[src/rtl/button_reader_pkg.sv]
// Shared types and helpers for the debounced button event reader.
package button_reader_pkg;

  localparam int MAX_CHAN_W = 3;

  typedef logic [MAX_CHAN_W-1:0] chan_t;

  typedef struct packed {
    chan_t chan;
    logic  press;
  } evt_t;

  typedef struct packed {
    logic valid;
    logic press;
  } slot_t;

  // Channel index width; a single channel still gets a 1-bit index.
  function automatic int chan_width(input int width);
    return (width <= 1) ? 1 : $clog2(width);
  endfunction

endpackage

[src/rtl/button_debounce.sv]
// One button channel: 2-FF synchroniser, mismatch counter and accepted stable level.
module button_debounce
  import button_reader_pkg::*;
#(
  parameter int DEBOUNCE_CYCLES = 16
) (
  input  logic clk,
  input  logic rst,
  input  logic raw,
  output logic stable,
  output logic change,
  output logic new_level
);

  localparam int CNT_W = $clog2(DEBOUNCE_CYCLES);
  localparam logic [CNT_W-1:0] CNT_LAST = CNT_W'(DEBOUNCE_CYCLES - 1);

  logic             sync_1;
  logic             sync_2;
  logic [CNT_W-1:0] cnt;

  // Strobe fires on the edge where stable takes the synchronised level.
  assign change    = (sync_2 != stable) && (cnt == CNT_LAST);
  assign new_level = sync_2;

  always_ff @(posedge clk or posedge rst) begin
    if (rst) begin
      sync_1 <= 1'b0;
      sync_2 <= 1'b0;
      cnt    <= '0;
      stable <= 1'b0;
    end else begin
      sync_1 <= raw;
      sync_2 <= sync_1;
      if (sync_2 == stable) begin
        cnt <= '0;
      end else if (change) begin
        cnt    <= '0;
        stable <= sync_2;
      end else begin
        cnt <= cnt + 1'b1;
      end
    end
  end

endmodule

[src/rtl/button_reader.sv]
// Debounced button reader: per-channel pending slots feeding a valid/ready event register.
module button_reader
  import button_reader_pkg::*;
#(
  parameter int WIDTH           = 8,
  parameter int DEBOUNCE_CYCLES = 16
) (
  input  logic                               clk,
  input  logic                               rst,
  input  logic [WIDTH-1:0]                   btn_in,
  output logic [WIDTH-1:0]                   btn_state,
  output logic                               evt_valid,
  input  logic                               evt_ready,
  output logic [chan_width(WIDTH)-1:0]       evt_chan,
  output logic                               evt_press,
  output logic                               evt_ovf,
  input  logic                               ovf_clr
);

  localparam int CHAN_W = chan_width(WIDTH);

  logic [WIDTH-1:0] change;
  logic [WIDTH-1:0] new_level;

  for (genvar g = 0; g < WIDTH; g++) begin : g_chan
    button_debounce #(
      .DEBOUNCE_CYCLES(DEBOUNCE_CYCLES)
    ) u_debounce (
      .clk       (clk),
      .rst       (rst),
      .raw       (btn_in[g]),
      .stable    (btn_state[g]),
      .change    (change[g]),
      .new_level (new_level[g])
    );
  end

  slot_t [WIDTH-1:0] slot_q;
  slot_t [WIDTH-1:0] slot_d;
  evt_t              evt_q;
  logic              any_pending;
  chan_t             sel;
  logic              load_free;
  logic              ovf_set;

  assign load_free = !evt_valid || evt_ready;
  assign evt_chan  = evt_q.chan[CHAN_W-1:0];
  assign evt_press = evt_q.press;

  // Lowest index wins: scan downwards so the last hit is the lowest.
  always_comb begin
    any_pending = 1'b0;
    sel         = '0;
    for (int i = WIDTH - 1; i >= 0; i--) begin
      if (slot_q[i].valid) begin
        any_pending = 1'b1;
        sel         = chan_t'(i);
      end
    end
  end

  // A slot freed by this edge's load can accept a new event without overflow.
  always_comb begin
    slot_d  = slot_q;
    ovf_set = 1'b0;
    for (int i = 0; i < WIDTH; i++) begin
      logic cleared;
      cleared = load_free && any_pending && (sel == chan_t'(i));
      if (change[i]) begin
        if (slot_q[i].valid && !cleared) begin
          ovf_set = 1'b1;
        end else begin
          slot_d[i].valid = 1'b1;
          slot_d[i].press = new_level[i];
        end
      end else if (cleared) begin
        slot_d[i].valid = 1'b0;
      end
    end
  end

  always_ff @(posedge clk or posedge rst) begin
    if (rst) begin
      slot_q    <= '0;
      evt_valid <= 1'b0;
      evt_q     <= '0;
      evt_ovf   <= 1'b0;
    end else begin
      slot_q <= slot_d;
      if (load_free) begin
        evt_valid <= any_pending;
        if (any_pending) begin
          evt_q.chan  <= sel;
          evt_q.press <= slot_q[sel].press;
        end
      end
      if (ovf_set) begin
        evt_ovf <= 1'b1;
      end else if (ovf_clr) begin
        evt_ovf <= 1'b0;
      end
    end
  end

endmodule
[config.mk]
export PLATFORM = sky130hd
export DESIGN_NAME = button_reader
export DESIGN_NICKNAME = d
export VERILOG_FILES = /design/src/rtl/button_reader_pkg.sv /design/src/rtl/button_debounce.sv /design/src/rtl/button_reader.sv
export SDC_FILE = /design/constraint.sdc
export NUM_CORES = 1
export LEC_CHECK = 0
export CAP_MARGIN = 20
export CORE_UTILIZATION = 45
export CTS_BUF_LIST = sky130_fd_sc_hd__clkbuf_4 sky130_fd_sc_hd__clkbuf_8
export CTS_CLUSTER_SIZE = 16
export DETAILED_ROUTE_END_ITERATION = 12
export MAX_ROUTING_LAYER = met4
export PLACE_DENSITY_LB_ADDON = 0.12
export SLEW_MARGIN = 30
export SYNTH_ARGS = -nofsm -noshare
export SYNTH_HDL_FRONTEND = slang
export SYNTH_SLANG_ARGS = --single-unit
[constraint.sdc]
create_clock -name clk -period 3.4 [get_ports clk]
set_clock_uncertainty 0.15 [all_clocks]
set_input_delay 0.34 -clock clk [delete_from_list [all_inputs] [get_ports clk]]
set_output_delay 0.34 -clock clk [all_outputs]
set_load 0.02 [all_outputs]
==> out/qor.yml <==
grt:
  grt_pass1_wl_um: 9760
  overflow: 0
  first_global_vias: 2062
  antenna_found_initial: 0
  grt_max_degree: 40
  track_usage_pct: 17.7
clock_network:
  postCtsSetupBuffers: 0
  clkSinkCount: 78
  worstSkewPairLatency_ns: 0.35
  cts_tree: "done"
  cts_root_buf: "clkbuf_8"
  cts_hold_buf: 0
  h-tree-depth: 3
  post_cts_resized: 0
  path_clk_slew_ns: 0.07
  clockBufferDepth: 2
  cts_buffers: 9
power:
  p_sw_share_pct: 24.6
  power.density_nw_per_um2: 505
  switchingPower_uw: 476
  vdd_drop_max_mv: 0.274
  seq_power_share_pct: 52.9
  p_int_uw: 1460
  p_leak_uw: 0.00169
  clockPowerShare_pct: 36.1
  combPwrFrac_pct: 11.1
timing:
  tightestPinTransition_ns: 0.585
  final-setup-viol-count: 0
  layout_min_cycle_time_ns: 2.16
  fin_crit_sh_pct: 63.7
  whs_ns: 0.194
  slew_viol_final: 0
  setup_tns_ns: 0
  max_slew_margin_pct: 60.0
  hold_viol_final: 0
  rsz0062_at_grt: "no"
  fmax_ghz: 0.462
placed_design:
  gp_congestion: 0.803
  dp_hpwl_um: 3910
  port_buffers: 25
  dp_cells: 388
critical_path:
  arrival_ns: 2.23
  r2r_cells: 5
  worst-setup-path-type: "flip-flop to flip-flop"
  worstPathRequired_ns: 3.47
  cp.buffers_inverters: 0
  r2r-start: "slot_q[5]"
  crit_family: "simple AND/OR/NAND/NOR gates"
  worst_path_largest_cell_delay_ns: 0.52
  critPathSlowestCell: "dfrtp_1"
  crit_chain: "nor4_4 > nand2_1 > o21ai_1 > o31ai_1 > or4_1"
  cp_max_fo: 7
  r2r_end: "evt_ovf"
  critPathLaunchType: "flip-flop"
  endpoint_kind: "flip-flop"
  regToRegSetupSlack_ns: 1.24
worst_hold_path:
  hp-class: "flip-flop to flip-flop"
  whs_path_depth: 0
  min-delay-start: "g_chan[2].u_debounce.sync_1"
  min_to: "g_chan[2].u_debounce.new_level"
status:
  status: "finished clean"
synthesis:
  synth-main-ff-cell: "dfrtp_1"
  synth_edf_count: 0
  synth_nets: 296
  synthCells: 276
  yosysWarnings: 0
  synth_area_um2: 3310
  async_flop_share_pct: 100
  yosysSeqAreaShare_pct: 59.0
  ys_seq_elements: 78
  syn_avg_cell_area_um2: 12.0
  ys_types: 42
routing:
  ant_nets: 0
  drtIter0Drc: 114
  routed_via_density: 5.21
  vias: 2104
  wl_um: 5550
  route.detailed.drc: 0
  drtPass1Iterations: 4
  drt-wirelength-per-cell_um: 13.7
final_layout:
  area_delta_synth_final_pct: 16.0
  antenna_cells: 0
  multi_input_area_um2: 1250
  layout-drive-gt1-share_pct: 13.0
  stdcell_count: 404
  filler_cell_count: 610
  seq_area_um2: 1950
  nets: 323
die:
  dieArea_um2: 7700
  coreArea_um2: 6940
  ioPinCount: 26
  die_y_um: 87.7
  fp.dieW_um: 87.7
  initial_core_util_pct: 47.6
  rows: 30
run:
  drv_cap: 0
==> synthesized netlist by cell type, types with 3 or more instances <==
cell type,n,area (um2)
dfrtp_1,78,1950
nor2_1,22,82.6
mux2_2,17,191
nand2_1,17,63.8
xnor2_1,16,140
a21oi_1,14,70.1
o21ai_0,14,70.1
nor2b_1,11,68.8
a311oi_1,9,78.8
inv_1,9,33.8
nand3_1,9,45.0
buf_4,8,60.1
ha_1,8,100
nand4b_1,5,43.8
a21o_1,3,22.5
a31oi_1,3,18.8
nor3_1,3,15.0
==> worst max-delay path by stage <==
stage,startpoint,endpoint,cells past startpoint
finish,slot_q[5],evt_ovf,5
global route,slot_q[5],evt_ovf,5
CTS,g_chan[2].u_debounce.stable,evt_ovf,5
detailed placement,evt_ready,evt_ovf,6
global placement,evt_ready,evt_ovf,6
floorplan,rst,evt_chan[0],1
==> cell families (layout without fill, tap and decap cells) <==
logic type / count (synthesis) / count (layout) / synth area share [%]
AO/OA/AOI/OAI: 58 / 58 / 12.0
adder cells (fa/ha/maj): 8 / 8 / 3.03
flip-flops: 78 / 78 / 59.0
XOR/XNOR: 16 / 16 / 4.24
multiplexers: 18 / 18 / 6.09
buffers and inverters: 20 / 52 / 3.25
AND/OR/NAND/NOR: 78 / 78 / 12.4
==> stage by stage <==
step           total power [uW]  worst slack (ns)  cell area (um2)  utilization, %
6_report                   1940              1.24             3840            55.2
3_3_place_gp               1260              1.02             3630            52.3
5_1_grt                    2050              1.11             3840            55.2
3_5_place_dp               1260             0.978             3630            52.3
4_1_cts                    1980              1.23             3840            55.2
2_1_floorplan              1180             0.915             3310               -
==> state kept, by name, summed over array words and instances, names as in the netlist <==
register,cells
g_chan.u_debounce.sync_1,8
g_chan.u_debounce.stable,8
evt_chan,3
evt_ovf,1
slot_q,16
g_chan.u_debounce.cnt,32
evt_valid,1
g_chan.u_debounce.new_level,8
evt_press,1
==> power groups by stage <==
stage	Combinational, uW	Sequential, uW	Clock, uW
floorplan	131	1050	0
global placement	216	1040	0
detailed placement	217	1040	0
CTS	218	1020	733
global route	243	1030	780
finish	214	1020	698
==> final cells by class <==
| cell class | instances | share of cell area, % |
|---|---|---|
| inverter | 9 | 0.881 |
| multi-input combinational | 178 | 32.6 |
| clock buffer | 12 | 4.14 |
| clock inverter | 4 | 1.17 |
| sequential | 78 | 50.9 |
| tap | 96 | 3.13 |
| timing repair buffer | 27 | 7.24 |
==> cells in the final DEF, fill, tap and decap left out, types with 2 or more instances in the layout <==
cell type / n
a21o_1: 3
a21oi_1: 14
a311oi_1: 9
a31oi_1: 3
clkbuf_8: 11
clkdlybuf4s50_1: 25
clkinv_2: 3
dfrtp_1: 78
ha_1: 8
inv_1: 8
mux2_2: 17
nand2_1: 17
nand3_1: 9
nand4_1: 2
nand4b_1: 5
nor2_1: 22
nor2b_1: 11
nor3_1: 3
nor3b_1: 2
o21ai_0: 14
o31ai_1: 2
o32ai_1: 2
xnor2_1: 16
==> layer usage <==
| metal | GRT usage, % | routed length [um] | vias to the layer above | part of all wire (%) |
|---|---|---|---|---|
| met5 | - | 0 | - | 0 |
| met4 | 8.05 | 124 | 0 | 2.2 |
| met3 | 5.47 | 204 | 10 | 3.7 |
| met2 | 26.1 | 2600 | 25 | 47 |
| met1 | 22.3 | 2620 | 1029 | 47 |
| li1 | - | - | 1040 | - |
Note: power is estimated with default switching activity, not from simulation.
